===== config.mk =====
export PLATFORM = sky130hd
export DESIGN_NAME = uart_tx_serializer
export DESIGN_NICKNAME = d
export VERILOG_FILES = /design/src/rtl/uart_pkg.sv /design/src/rtl/uart_baud_tick.sv /design/src/rtl/uart_tx_serializer.sv
export SDC_FILE = /design/constraint.sdc
export NUM_CORES = 1
export LEC_CHECK = 0
export ABC_CLOCK_PERIOD_IN_PS = 3000
export BUFFER_PORTS_ARGS = -buffer_cell sky130_fd_sc_hd__buf_2
export CORE_MARGIN = 4
export CORE_UTILIZATION = 40
export DETAILED_ROUTE_END_ITERATION = 8
export PLACE_DENSITY = 0.67
export SYNTH_ARGS = -nofsm -noshare
export SYNTH_HDL_FRONTEND = slang
export SYNTH_SLANG_ARGS = --single-unit

===== constraint.sdc =====
create_clock -name clk -period 3 [get_ports clk]
set_input_delay 0.3 -clock clk [delete_from_list [all_inputs] [get_ports clk]]
set_output_delay 0.3 -clock clk [all_outputs]
set_load 0.1 [all_outputs]

===== src/rtl/uart_pkg.sv =====
// Shared UART definitions: transmitter state encoding and frame/baud helpers.
package uart_pkg;

  typedef enum logic [2:0] {
    IDLE,
    START,
    DATA,
    PARITY,
    STOP
  } tx_state_t;

  // Clock cycles from txd falling to tx_busy falling.
  function automatic int unsigned frame_clks(input int unsigned clks_per_bit,
                                             input int unsigned data_bits,
                                             input int unsigned parity_en,
                                             input int unsigned stop_bits);
    return clks_per_bit * (1 + data_bits + parity_en + stop_bits);
  endfunction

  // Rounded to the nearest whole cycle.
  function automatic int unsigned calc_clks_per_bit(input int unsigned clk_freq,
                                                    input int unsigned baud);
    return (clk_freq + baud / 2) / baud;
  endfunction

  localparam int unsigned DEFAULT_FRAME_CLKS = frame_clks(434, 8, 0, 1);

endpackage


===== src/rtl/uart_baud_tick.sv =====
// Bit-period counter: bit_end marks the last clk of each CLKS_PER_BIT period.
module uart_baud_tick
  import uart_pkg::*;
#(
  parameter int unsigned CLKS_PER_BIT = 434
) (
  input  logic clk,
  input  logic rst,
  input  logic clear,
  input  logic enable,
  output logic bit_end
);

  localparam int unsigned CW = (CLKS_PER_BIT > 1) ? $clog2(CLKS_PER_BIT) : 1;
  localparam logic [CW-1:0] LAST = CW'(CLKS_PER_BIT - 1);

  logic [CW-1:0] cnt;

  assign bit_end = enable && (cnt == LAST);

  always_ff @(posedge clk or posedge rst) begin
    if (rst) begin
      cnt <= '0;
    end else if (clear) begin
      cnt <= '0;
    end else if (enable) begin
      cnt <= bit_end ? '0 : cnt + CW'(1);
    end
  end

endmodule


===== src/rtl/uart_tx_serializer.sv =====
// UART transmit serializer: pops one byte from the TX FIFO per frame and
// sends start, LSB-first data, optional parity and stop bits on txd.
module uart_tx_serializer
  import uart_pkg::*;
#(
  parameter int unsigned CLKS_PER_BIT = 434,
  parameter int unsigned DATA_BITS    = 8,
  parameter int unsigned PARITY_EN    = 0,
  parameter int unsigned PARITY_ODD   = 0,
  parameter int unsigned STOP_BITS    = 1
) (
  input  logic       clk,
  input  logic       rst,
  input  logic [7:0] tx_data,
  input  logic       tx_start,
  output logic       tx_clear_req,
  output logic       tx_busy,
  output logic       tx_done,
  output logic       txd
);

  localparam logic [7:0] DATA_MASK = 8'((1 << DATA_BITS) - 1);
  localparam logic [2:0] LAST_DATA = 3'(DATA_BITS - 1);
  localparam logic [2:0] LAST_STOP = 3'(STOP_BITS - 1);
  localparam logic       ODD       = (PARITY_ODD != 0);

  tx_state_t  state, state_nxt;
  logic [7:0] shift, shift_nxt;
  logic [2:0] bit_cnt, bit_cnt_nxt;
  logic       parity, parity_nxt;
  logic       txd_nxt, busy_nxt, clr_nxt, done_nxt;
  logic       bit_end;

  uart_baud_tick #(
    .CLKS_PER_BIT(CLKS_PER_BIT)
  ) u_baud_tick (
    .clk    (clk),
    .rst    (rst),
    .clear  (state == IDLE),
    .enable (state != IDLE),
    .bit_end(bit_end)
  );

  always_ff @(posedge clk or posedge rst) begin
    if (rst) begin
      state        <= IDLE;
      shift        <= '0;
      bit_cnt      <= '0;
      parity       <= 1'b0;
      txd          <= 1'b1;
      tx_busy      <= 1'b0;
      tx_clear_req <= 1'b0;
      tx_done      <= 1'b0;
    end else begin
      state        <= state_nxt;
      shift        <= shift_nxt;
      bit_cnt      <= bit_cnt_nxt;
      parity       <= parity_nxt;
      txd          <= txd_nxt;
      tx_busy      <= busy_nxt;
      tx_clear_req <= clr_nxt;
      tx_done      <= done_nxt;
    end
  end

  always_comb begin
    state_nxt   = state;
    shift_nxt   = shift;
    bit_cnt_nxt = bit_cnt;
    parity_nxt  = parity;
    txd_nxt     = txd;
    busy_nxt    = tx_busy;
    clr_nxt     = 1'b0;
    done_nxt    = 1'b0;

    case (state)
      IDLE: begin
        txd_nxt  = 1'b1;
        busy_nxt = 1'b0;
        if (tx_start) begin
          // Parity is taken at acceptance since the shift register is consumed.
          shift_nxt  = tx_data & DATA_MASK;
          parity_nxt = (^(tx_data & DATA_MASK)) ^ ODD;
          clr_nxt    = 1'b1;
          busy_nxt   = 1'b1;
          txd_nxt    = 1'b0;
          state_nxt  = START;
        end
      end
      START: begin
        if (bit_end) begin
          txd_nxt     = shift[0];
          bit_cnt_nxt = '0;
          state_nxt   = DATA;
        end
      end
      DATA: begin
        if (bit_end) begin
          if (bit_cnt < LAST_DATA) begin
            shift_nxt   = shift >> 1;
            txd_nxt     = shift[1];
            bit_cnt_nxt = bit_cnt + 3'd1;
          end else if (PARITY_EN != 0) begin
            txd_nxt   = parity;
            state_nxt = PARITY;
          end else begin
            txd_nxt     = 1'b1;
            bit_cnt_nxt = '0;
            state_nxt   = STOP;
          end
        end
      end
      PARITY: begin
        if (bit_end) begin
          txd_nxt     = 1'b1;
          bit_cnt_nxt = '0;
          state_nxt   = STOP;
        end
      end
      STOP: begin
        if (bit_end) begin
          if (bit_cnt == LAST_STOP) begin
            busy_nxt  = 1'b0;
            done_nxt  = 1'b1;
            state_nxt = IDLE;
          end else begin
            bit_cnt_nxt = bit_cnt + 3'd1;
          end
        end
      end
      default: state_nxt = IDLE;
    endcase
  end

endmodule


==> impl_metrics.prom, run 1 <==
# TYPE chip_impl_metric gauge
chip_impl_info{name="postSynth.topFlopCell",value="sky130_fd_sc_hd__dfrtp_1"} 1
chip_impl_metric{name="max_slew_margin",unit="%"} 31.13
chip_impl_metric{name="initial_utilization",unit="%"} 42.75
chip_impl_info{name="synth.area.top_cells",value="sky130_fd_sc_hd__dfrtp_1, sky130_fd_sc_hd__nor2_1, sky130_fd_sc_hd__mux2i_1"} 1
chip_impl_metric{name="first_global_vias",unit=""} 1058
chip_impl_metric{name="post-route-period-util",unit="%"} 65.00
chip_impl_metric{name="dr_vias_cell",unit=""} 5.246
chip_impl_metric{name="maxClockFrequency",unit="MHz"} 512.8
chip_impl_metric{name="synthesis.area_per_instance",unit="um2"} 10.52
chip_impl_info{name="worst-setup-path-type",value="reg2reg"} 1
chip_impl_metric{name="route.vias.total",unit=""} 1044
chip_impl_metric{name="layout-drive-gt1-share",unit="%"} 21.57
chip_impl_metric{name="routedWlPerCell",unit="um"} 13.63
chip_impl_metric{name="final_cell_area",unit="mm2"} 0.001599
chip_impl_metric{name="final_weighted_congestion_in_routability_driven_placement",unit=""} 0.7835
chip_impl_info{name="busiest_layer",value="met2"} 1
chip_impl_info{name="mostFrequentLayoutCell",value="sky130_fd_sc_hd__dfrtp_1"} 1
chip_impl_metric{name="synthDistinctLibCells",unit=""} 42
chip_impl_metric{name="timing.critical_path.arrival",unit="ns"} 2.16
chip_impl_metric{name="p_int",unit="uW"} 629.4
chip_impl_info{name="cp_max_stage_cell",value="sky130_fd_sc_hd__nor3b_2"} 1
chip_impl_metric{name="worst_hold_slack",unit="ns"} 0.2510
chip_impl_metric{name="skew",unit="ns"} 0.003080
chip_impl_metric{name="ios",unit=""} 15
chip_impl_metric{name="period_minus_slack",unit="ns"} 1.950
chip_impl_info{name="worstReg2RegStart",value="state[2]$_DFFE_PP0P_"} 1
chip_impl_metric{name="filler_cell_count",unit=""} 345
chip_impl_metric{name="netlist_instances",unit=""} 141
chip_impl_info{name="setup.worst_path.start",value="state[2]$_DFFE_PP0P_"} 1
chip_impl_info{name="rsz0062_at_grt",value="false"} 1
chip_impl_metric{name="netlist_area",unit="mm2"} 0.001483
chip_impl_metric{name="syn_to_final_growth",unit="%"} 7.848
chip_impl_metric{name="dr.pass1.iters",unit=""} 4
chip_impl_metric{name="totalWireLength",unit="mm"} 2.712
chip_impl_metric{name="total_power",unit="uW"} 992.1
chip_impl_metric{name="design.final.nets",unit=""} 169
chip_impl_metric{name="stdcell_count",unit=""} 199
chip_impl_info{name="status",value="completed"} 1
chip_impl_metric{name="multi_input_comb_area",unit="um2"} 714.4
chip_impl_metric{name="rows",unit=""} 21
chip_impl_metric{name="yosysSeqAreaShare",unit="%"} 45.65
chip_impl_metric{name="p_sw_share",unit="%"} 36.55
chip_impl_metric{name="synth_edf_count",unit=""} 0
chip_impl_metric{name="die-area",unit="mm2"} 0.004744
chip_impl_metric{name="ff_latch_area",unit="um2"} 676.9
chip_impl_info{name="hold_path_class",value="in2async"} 1
chip_impl_metric{name="insertedDiodeCount",unit=""} 0
chip_impl_metric{name="report.final.setup_viol",unit=""} 0
chip_impl_metric{name="core_area",unit="mm2"} 0.003468
chip_impl_metric{name="cts.hold.buffers_added",unit=""} 0
chip_impl_info{name="setup.worst_path.start_class",value="flop"} 1
chip_impl_metric{name="timing.final.max_slew_violations",unit=""} 0
chip_impl_metric{name="p_clk_share",unit="%"} 22.3
chip_impl_metric{name="clk_pin_slew",unit="ns"} 0.10
chip_impl_info{name="synth_area_leader_cell",value="sky130_fd_sc_hd__dfrtp_1"} 1
chip_impl_metric{name="synthArstFlopShare",unit="%"} 100.0
chip_impl_info{name="tritoncts",value="built"} 1
chip_impl_metric{name="max_slew.worst_pin.slew",unit="ns"} 1.032
chip_impl_metric{name="setup_slack_after_layout",unit="ns"} 1.050
chip_impl_metric{name="ir_worst_vdd",unit="mV"} 0.3395
chip_impl_metric{name="post-dp-hpwl",unit="mm"} 1.969
chip_impl_info{name="clock-root-buffer",value="sky130_fd_sc_hd__clkbuf_8"} 1
chip_impl_metric{name="combPwrFrac",unit="%"} 25.3
chip_impl_metric{name="clock_sink_count",unit=""} 27
chip_impl_metric{name="post_cts_resized",unit=""} 0
chip_impl_metric{name="routing_usage_on_met3",unit="%"} 3.404
chip_impl_info{name="timing.critical_path.cells",value="nor3b_2 -> a41o_4 -> nor2_1 -> a21oi_1"} 1
chip_impl_info{name="critical_path.endpoint_type",value="flop"} 1
chip_impl_metric{name="netlist.area_leader.share",unit="%"} 43.88
chip_impl_metric{name="switchingPower",unit="uW"} 362.6
chip_impl_metric{name="die_width",unit="um"} 68.88
chip_impl_metric{name="syn_nets",unit=""} 156
chip_impl_metric{name="portBuffers",unit=""} 14
chip_impl_metric{name="detail-route-antenna-nets",unit=""} 0
chip_impl_metric{name="power.sequential.fraction",unit="%"} 52.3
chip_impl_metric{name="cts_buffers",unit=""} 3
chip_impl_metric{name="grt_pass1_wl",unit="mm"} 4.650
chip_impl_metric{name="hold_violations",unit=""} 0
chip_impl_metric{name="timing.setup.tns",unit="ns"} 0
chip_impl_metric{name="synth-seq-cells",unit=""} 27
chip_impl_info{name="layout.cells.most_common_list",value="sky130_fd_sc_hd__dfrtp_1, sky130_fd_sc_hd__nor2_1, sky130_fd_sc_hd__buf_2, sky130_fd_sc_hd__a21oi_1"} 1
chip_impl_metric{name="global_route.overflow_total",unit=""} 0
chip_impl_metric{name="utilization",unit="%"} 46.10
chip_impl_metric{name="post_dp_cell_area",unit="mm2"} 0.001549
chip_impl_metric{name="grt_util_met1",unit="%"} 16.15
chip_impl_metric{name="timing.critical_path.required",unit="ns"} 3.21
chip_impl_metric{name="dp.cells",unit=""} 195
chip_impl_metric{name="slowest_delay",unit="ns"} 0.71
chip_impl_metric{name="ctsHtreeMaxLevel",unit=""} 1
chip_impl_metric{name="pin_count_of_the_biggest_net_entering_global_routing",unit=""} 28
chip_impl_metric{name="drt_iter0_drc",unit=""} 68
chip_impl_metric{name="dpl_worst_slack",unit="ns"} 1.058
chip_impl_metric{name="worstPathMaxFanout",unit=""} 15
chip_impl_metric{name="cts_setup_buffers",unit=""} 0
chip_impl_metric{name="cts_max_path_buffers",unit=""} 2
chip_impl_metric{name="grtUsageMet2",unit="%"} 22.02
chip_impl_metric{name="synth.yosys.warnings",unit=""} 0
chip_impl_metric{name="cellPowerDensity",unit="mW/mm2"} 620.4
chip_impl_metric{name="leakagePower",unit="nW"} 0.6856
chip_impl_metric{name="drv.max_cap_violation_count",unit=""} 0
chip_impl_metric{name="clk-insertion-delay-late",unit="ns"} 0.28
chip_impl_metric{name="drc",unit=""} 0
chip_impl_metric{name="grt_antenna_before_repair",unit=""} 0
chip_impl_metric{name="global_route.usage.total",unit="%"} 13.00
chip_impl_metric{name="chipHeight",unit="um"} 68.88
registers in the layout, summed over array words and instances, names as in the netlist:
signal           flops
u_baud_tick.cnt      9
bit_cnt              3
tx_done              1
tx_clear_req         1
tx_busy              1
txd                  1
state                3
shift                8
metal layers:
| metal | vias to the layer above | part of all wire, % |
|---|---|---|
| met5 | - | 0 |
| met4 | 0 | 0.92 |
| met3 | 4 | 3.2 |
| met2 | 19 | 49 |
| met1 | 509 | 47 |
| li1 | 512 | - |
power by group through the flow:
| stage | sequential, mW | combinational, mW | clock [mW] |
|---|---|---|---|
| finish | 0.519 | 0.251 | 0.222 |
| global route | 0.532 | 0.291 | 0.249 |
| CTS | 0.520 | 0.256 | 0.231 |
| detailed placement | 0.527 | 0.255 | 0 |
| global placement | 0.522 | 0.242 | 0 |
| floorplan | 0.584 | 0.139 | 0 |
Yosys cell counts (2+ instances only):
cell type and number:
sky130_fd_sc_hd__buf_6 3, sky130_fd_sc_hd__a21oi_1 9, sky130_fd_sc_hd__ha_1 4, sky130_fd_sc_hd__dfrtp_1 26, sky130_fd_sc_hd__inv_1 8, sky130_fd_sc_hd__nor2_2 2, sky130_fd_sc_hd__nor3_1 4, sky130_fd_sc_hd__nor2_1 22
sky130_fd_sc_hd__xnor2_1 6, sky130_fd_sc_hd__a21o_2 2, sky130_fd_sc_hd__a211oi_1 3, sky130_fd_sc_hd__nand2_1 4, sky130_fd_sc_hd__and4_1 2, sky130_fd_sc_hd__o21ai_0 3, sky130_fd_sc_hd__nor4b_4 2, sky130_fd_sc_hd__nand3_1 6
sky130_fd_sc_hd__o21ai_2 2, sky130_fd_sc_hd__a2111oi_0 2, sky130_fd_sc_hd__mux2i_1 8
cell type report:
cell class / count / share of cell area, %
Multi-Input combinational cell: 100 / 44.68
Inverter: 8 / 1.878
Tap cell: 46 / 3.599
Timing Repair Buffer: 14 / 4.382
Clock buffer: 3 / 2.582
Clock inverter: 1 / 0.5477
Sequential cell: 27 / 42.33
logic make-up (layout without fill, tap and decap cells):
logic type      Yosys count  after routing  synth area share (%)
xor+xnor                  7              7                 4.135
compound gates           26             26                 12.91
simple gates             54             54                 21.61
mux                       9              9                 6.160
fa+ha+maj                 4              4                 3.376
flops                    27             27                 45.65
buf+inv                  14             26                 6.160
worst paths after layout:
| path | cells after the start | slack [ns] | to |
|---|---|---|---|
| setup / recovery | 4 | 1.05 | shift[5]$_DFFE_PP0P_ |
| hold / removal | 2 | 0.25 | u_baud_tick.cnt[0]$_DFF_PP0_ |
| setup reg to reg | 4 | 1.05 | shift[5]$_DFFE_PP0P_ |
| hold reg to reg | 1 | 0.52 | u_baud_tick.cnt[0]$_DFF_PP0_ |
| max in group asynchronous | 2 | 2.12 | tx_busy$_DFFE_PP0P_ |
| min in group clk | 3 | 0.26 | shift[7]$_DFFE_PP0P_ |
critical path: cells and delay by family, from the launching register on:
family | cells | cell delay (ns)
compound gates | 2 | 0.54
flops | 1 | 0.56
simple gates | 2 | 0.77
No activity file was read; power rests on OpenSTA's default activity.
==> run 2: changes to the inputs <==
- ABC_CLOCK_PERIOD_IN_PS: 3000 -> 1800
- clock period: 3 -> 1.8 ns (I/O delays scaled with it)
==> impl_metrics.prom, run 2 (synthesized netlist as in run 1, its figures left out) <==
# TYPE chip_impl_metric gauge
chip_impl_info{name="status",value="completed"} 1
chip_impl_info{name="cp_max_stage_cell",value="sky130_fd_sc_hd__dfrtp_1"} 1
chip_impl_info{name="biggestRegsByFlops",value="u_baud_tick.cnt x9, shift x8"} 1
chip_impl_info{name="timing.critical_path.cells",value="nor4b_4 -> nand2_4 -> a21oi_2 -> mux2_1"} 1
chip_impl_metric{name="report.final.setup_viol",unit=""} 0
chip_impl_metric{name="portBuffers",unit=""} 14
chip_impl_metric{name="detail-route-antenna-nets",unit=""} 0
chip_impl_metric{name="worstPathMaxFanout",unit=""} 10
chip_impl_metric{name="design.final.nets",unit=""} 176
chip_impl_metric{name="worst_reg_to_reg_setup_slack",unit="ns"} 0.13
chip_impl_info{name="critical_path.endpoint_type",value="flop"} 1
chip_impl_metric{name="number_of_flip_flops_in_the_largest_register",unit=""} 9
chip_impl_metric{name="cellPowerDensity",unit="mW/mm2"} 976.6
chip_impl_metric{name="filler_cell_count",unit=""} 337
chip_impl_info{name="timing.critical_path.max_delay_family",value="simple AND/OR/NAND/NOR gates"} 1
chip_impl_metric{name="pin_count_of_the_biggest_net_entering_global_routing",unit=""} 17
chip_impl_metric{name="die-area",unit="mm2"} 0.004744
chip_impl_metric{name="leakagePower",unit="nW"} 0.7195
chip_impl_metric{name="grt_pass1_wl",unit="mm"} 4.422
chip_impl_info{name="hold_path_class",value="in2reg"} 1
chip_impl_metric{name="timing.critical_path.arrival",unit="ns"} 1.84
chip_impl_info{name="rsz0062_at_grt",value="false"} 1
chip_impl_metric{name="clk_pin_slew",unit="ns"} 0.09
chip_impl_metric{name="cts_max_path_buffers",unit=""} 2
chip_impl_metric{name="final_weighted_congestion_in_routability_driven_placement",unit=""} 0.8009
chip_impl_metric{name="totalWireLength",unit="mm"} 2.635
chip_impl_metric{name="dr.pass1.iters",unit=""} 4
chip_impl_info{name="worst-setup-path-type",value="reg2reg"} 1
chip_impl_metric{name="chipHeight",unit="um"} 68.88
chip_impl_metric{name="routedWlPerCell",unit="um"} 12.79
chip_impl_info{name="max_flop_register",value="u_baud_tick.cnt"} 1
chip_impl_metric{name="skew",unit="ns"} 0.007566
chip_impl_metric{name="critical_path.n_buffers_inverters",unit=""} 0
chip_impl_metric{name="maxClockFrequency",unit="MHz"} 597.8
chip_impl_metric{name="global_route.usage.total",unit="%"} 12.63
chip_impl_metric{name="route.vias.total",unit=""} 1043
chip_impl_metric{name="syn_to_final_growth",unit="%"} 11.56
chip_impl_metric{name="drt_iter0_drc",unit=""} 42
chip_impl_info{name="mostFrequentLayoutCell",value="sky130_fd_sc_hd__dfrtp_1"} 1
chip_impl_metric{name="ff_latch_area",unit="um2"} 678.2
chip_impl_info{name="clock-root-buffer",value="sky130_fd_sc_hd__clkbuf_8"} 1
chip_impl_metric{name="first_global_vias",unit=""} 1032
chip_impl_metric{name="max_slew.worst_pin.slew",unit="ns"} 0.4906
chip_impl_metric{name="post-dp-hpwl",unit="mm"} 1.976
chip_impl_metric{name="cts_buffers",unit=""} 3
chip_impl_metric{name="rows",unit=""} 21
chip_impl_info{name="layout.cells.most_common_list",value="sky130_fd_sc_hd__dfrtp_1, sky130_fd_sc_hd__nor2_1, sky130_fd_sc_hd__buf_2, sky130_fd_sc_hd__a21oi_1"} 1
chip_impl_metric{name="timing.final.max_slew_violations",unit=""} 0
chip_impl_metric{name="clock_sink_count",unit=""} 27
chip_impl_metric{name="hold_violations",unit=""} 0
chip_impl_metric{name="ios",unit=""} 15
chip_impl_metric{name="timing.setup.tns",unit="ns"} 0
chip_impl_metric{name="multi_input_comb_area",unit="um2"} 716.9
chip_impl_metric{name="core_area",unit="mm2"} 0.003468
chip_impl_metric{name="period_minus_slack",unit="ns"} 1.673
chip_impl_metric{name="ir_worst_vdd",unit="mV"} 0.5486
chip_impl_metric{name="drc",unit=""} 0
chip_impl_metric{name="timing.critical_path.required",unit="ns"} 1.96
chip_impl_metric{name="drv.max_cap_violation_count",unit=""} 0
chip_impl_metric{name="die_width",unit="um"} 68.88
chip_impl_metric{name="initial_utilization",unit="%"} 42.75
chip_impl_metric{name="max_slew_margin",unit="%"} 67.29
chip_impl_info{name="tritoncts",value="built"} 1
chip_impl_metric{name="insertedDiodeCount",unit=""} 0
chip_impl_metric{name="global_route.overflow_total",unit=""} 0
chip_impl_metric{name="grt_antenna_before_repair",unit=""} 0
chip_impl_info{name="setup.worst_path.start_class",value="flop"} 1
chip_impl_metric{name="dr_vias_cell",unit=""} 5.063
chip_impl_metric{name="clk-insertion-delay-late",unit="ns"} 0.27
chip_impl_metric{name="ctsHtreeMaxLevel",unit=""} 1
chip_impl_metric{name="worst_hold_slack",unit="ns"} 0.1740
chip_impl_metric{name="post-route-period-util",unit="%"} 92.93
chip_impl_metric{name="layout-drive-gt1-share",unit="%"} 25.62
chip_impl_metric{name="slowest_delay",unit="ns"} 0.45
==> run 2: report_power, final <==
group,leakage (nW),switching [mW],internal [mW]
Clock,0.0255,0.186,0.155
Sequential,0.335,0.117,0.741
Combinational,0.359,0.268,0.147
==> run 2: timing repair <==
| item | in CTS | in global routing |
|---|---|---|
| resized for setup | 0 | 3 |
| buffers inserted | 0 | 3 |
| hold endpoints to repair | 10 | 0 |
| endpoints found under the setup margin | 0 | 2 |
| hold buffers | 1 | 0 |
==> run 2: layout make-up <==
class | count | area share, %
tap | 46 | 3.480
multi-input combinational | 100 | 43.34
sequential | 27 | 41.00
timing repair buffer | 21 | 7.564
clock buffer | 3 | 2.496
clock inverter | 1 | 0.3026
inverter | 8 | 1.815
==> run 2: routing by layer <==
metal / vias to the layer above / part of all wire [%] / track usage [%] / wire (um)
met3: 5 / 3.3 / 3.890 / 86
li1: 524 / - / - / -
met1: 503 / 46 / 15.09 / 1199
met2: 11 / 50 / 21.43 / 1318
met4: 0 / 1.1 / 4.380 / 30
met5: - / 0 / 0 / 0
==> run 2: worst min-delay path, stage by stage <==
cell,delay [ns]
sky130_fd_sc_hd__buf_2,0.08
sky130_fd_sc_hd__nand3b_1,0.07
sky130_fd_sc_hd__o21ai_0,0.08
==> run 2: per-stage QoR <==
stage	setup slack (ns)	utilization (%)	std cells	power, mW	cell area (um2)
after detailed placement	0.07246	45.31	198	1.289	1572
after global placement	0.1223	45.31	198	1.272	1572
final	0.1272	47.69	206	1.615	1654
after CTS	0.03962	46.93	203	1.636	1628
after floorplan	0.2384	-	141	1.205	1483
after global routing	0.02817	47.69	206	1.731	1654
==> run 2: worst paths after layout <==
| path | start | end | depth (start not counted) |
|---|---|---|---|
| max in group asynchronous | rst | bit_cnt[0]$_DFFE_PP0P_ | 4 |
| min reg2reg | u_baud_tick.cnt[0]$_DFF_PP0_ | u_baud_tick.cnt[0]$_DFF_PP0_ | 1 |
| max reg2reg | u_baud_tick.cnt[3]$_DFF_PP0_ | bit_cnt[0]$_DFFE_PP0P_ | 4 |
| max | u_baud_tick.cnt[3]$_DFF_PP0_ | bit_cnt[0]$_DFFE_PP0P_ | 4 |
| min | tx_data[7] | shift[7]$_DFFE_PP0P_ | 3 |
| min in group asynchronous | rst | tx_clear_req$_DFF_PP0_ | 3 |
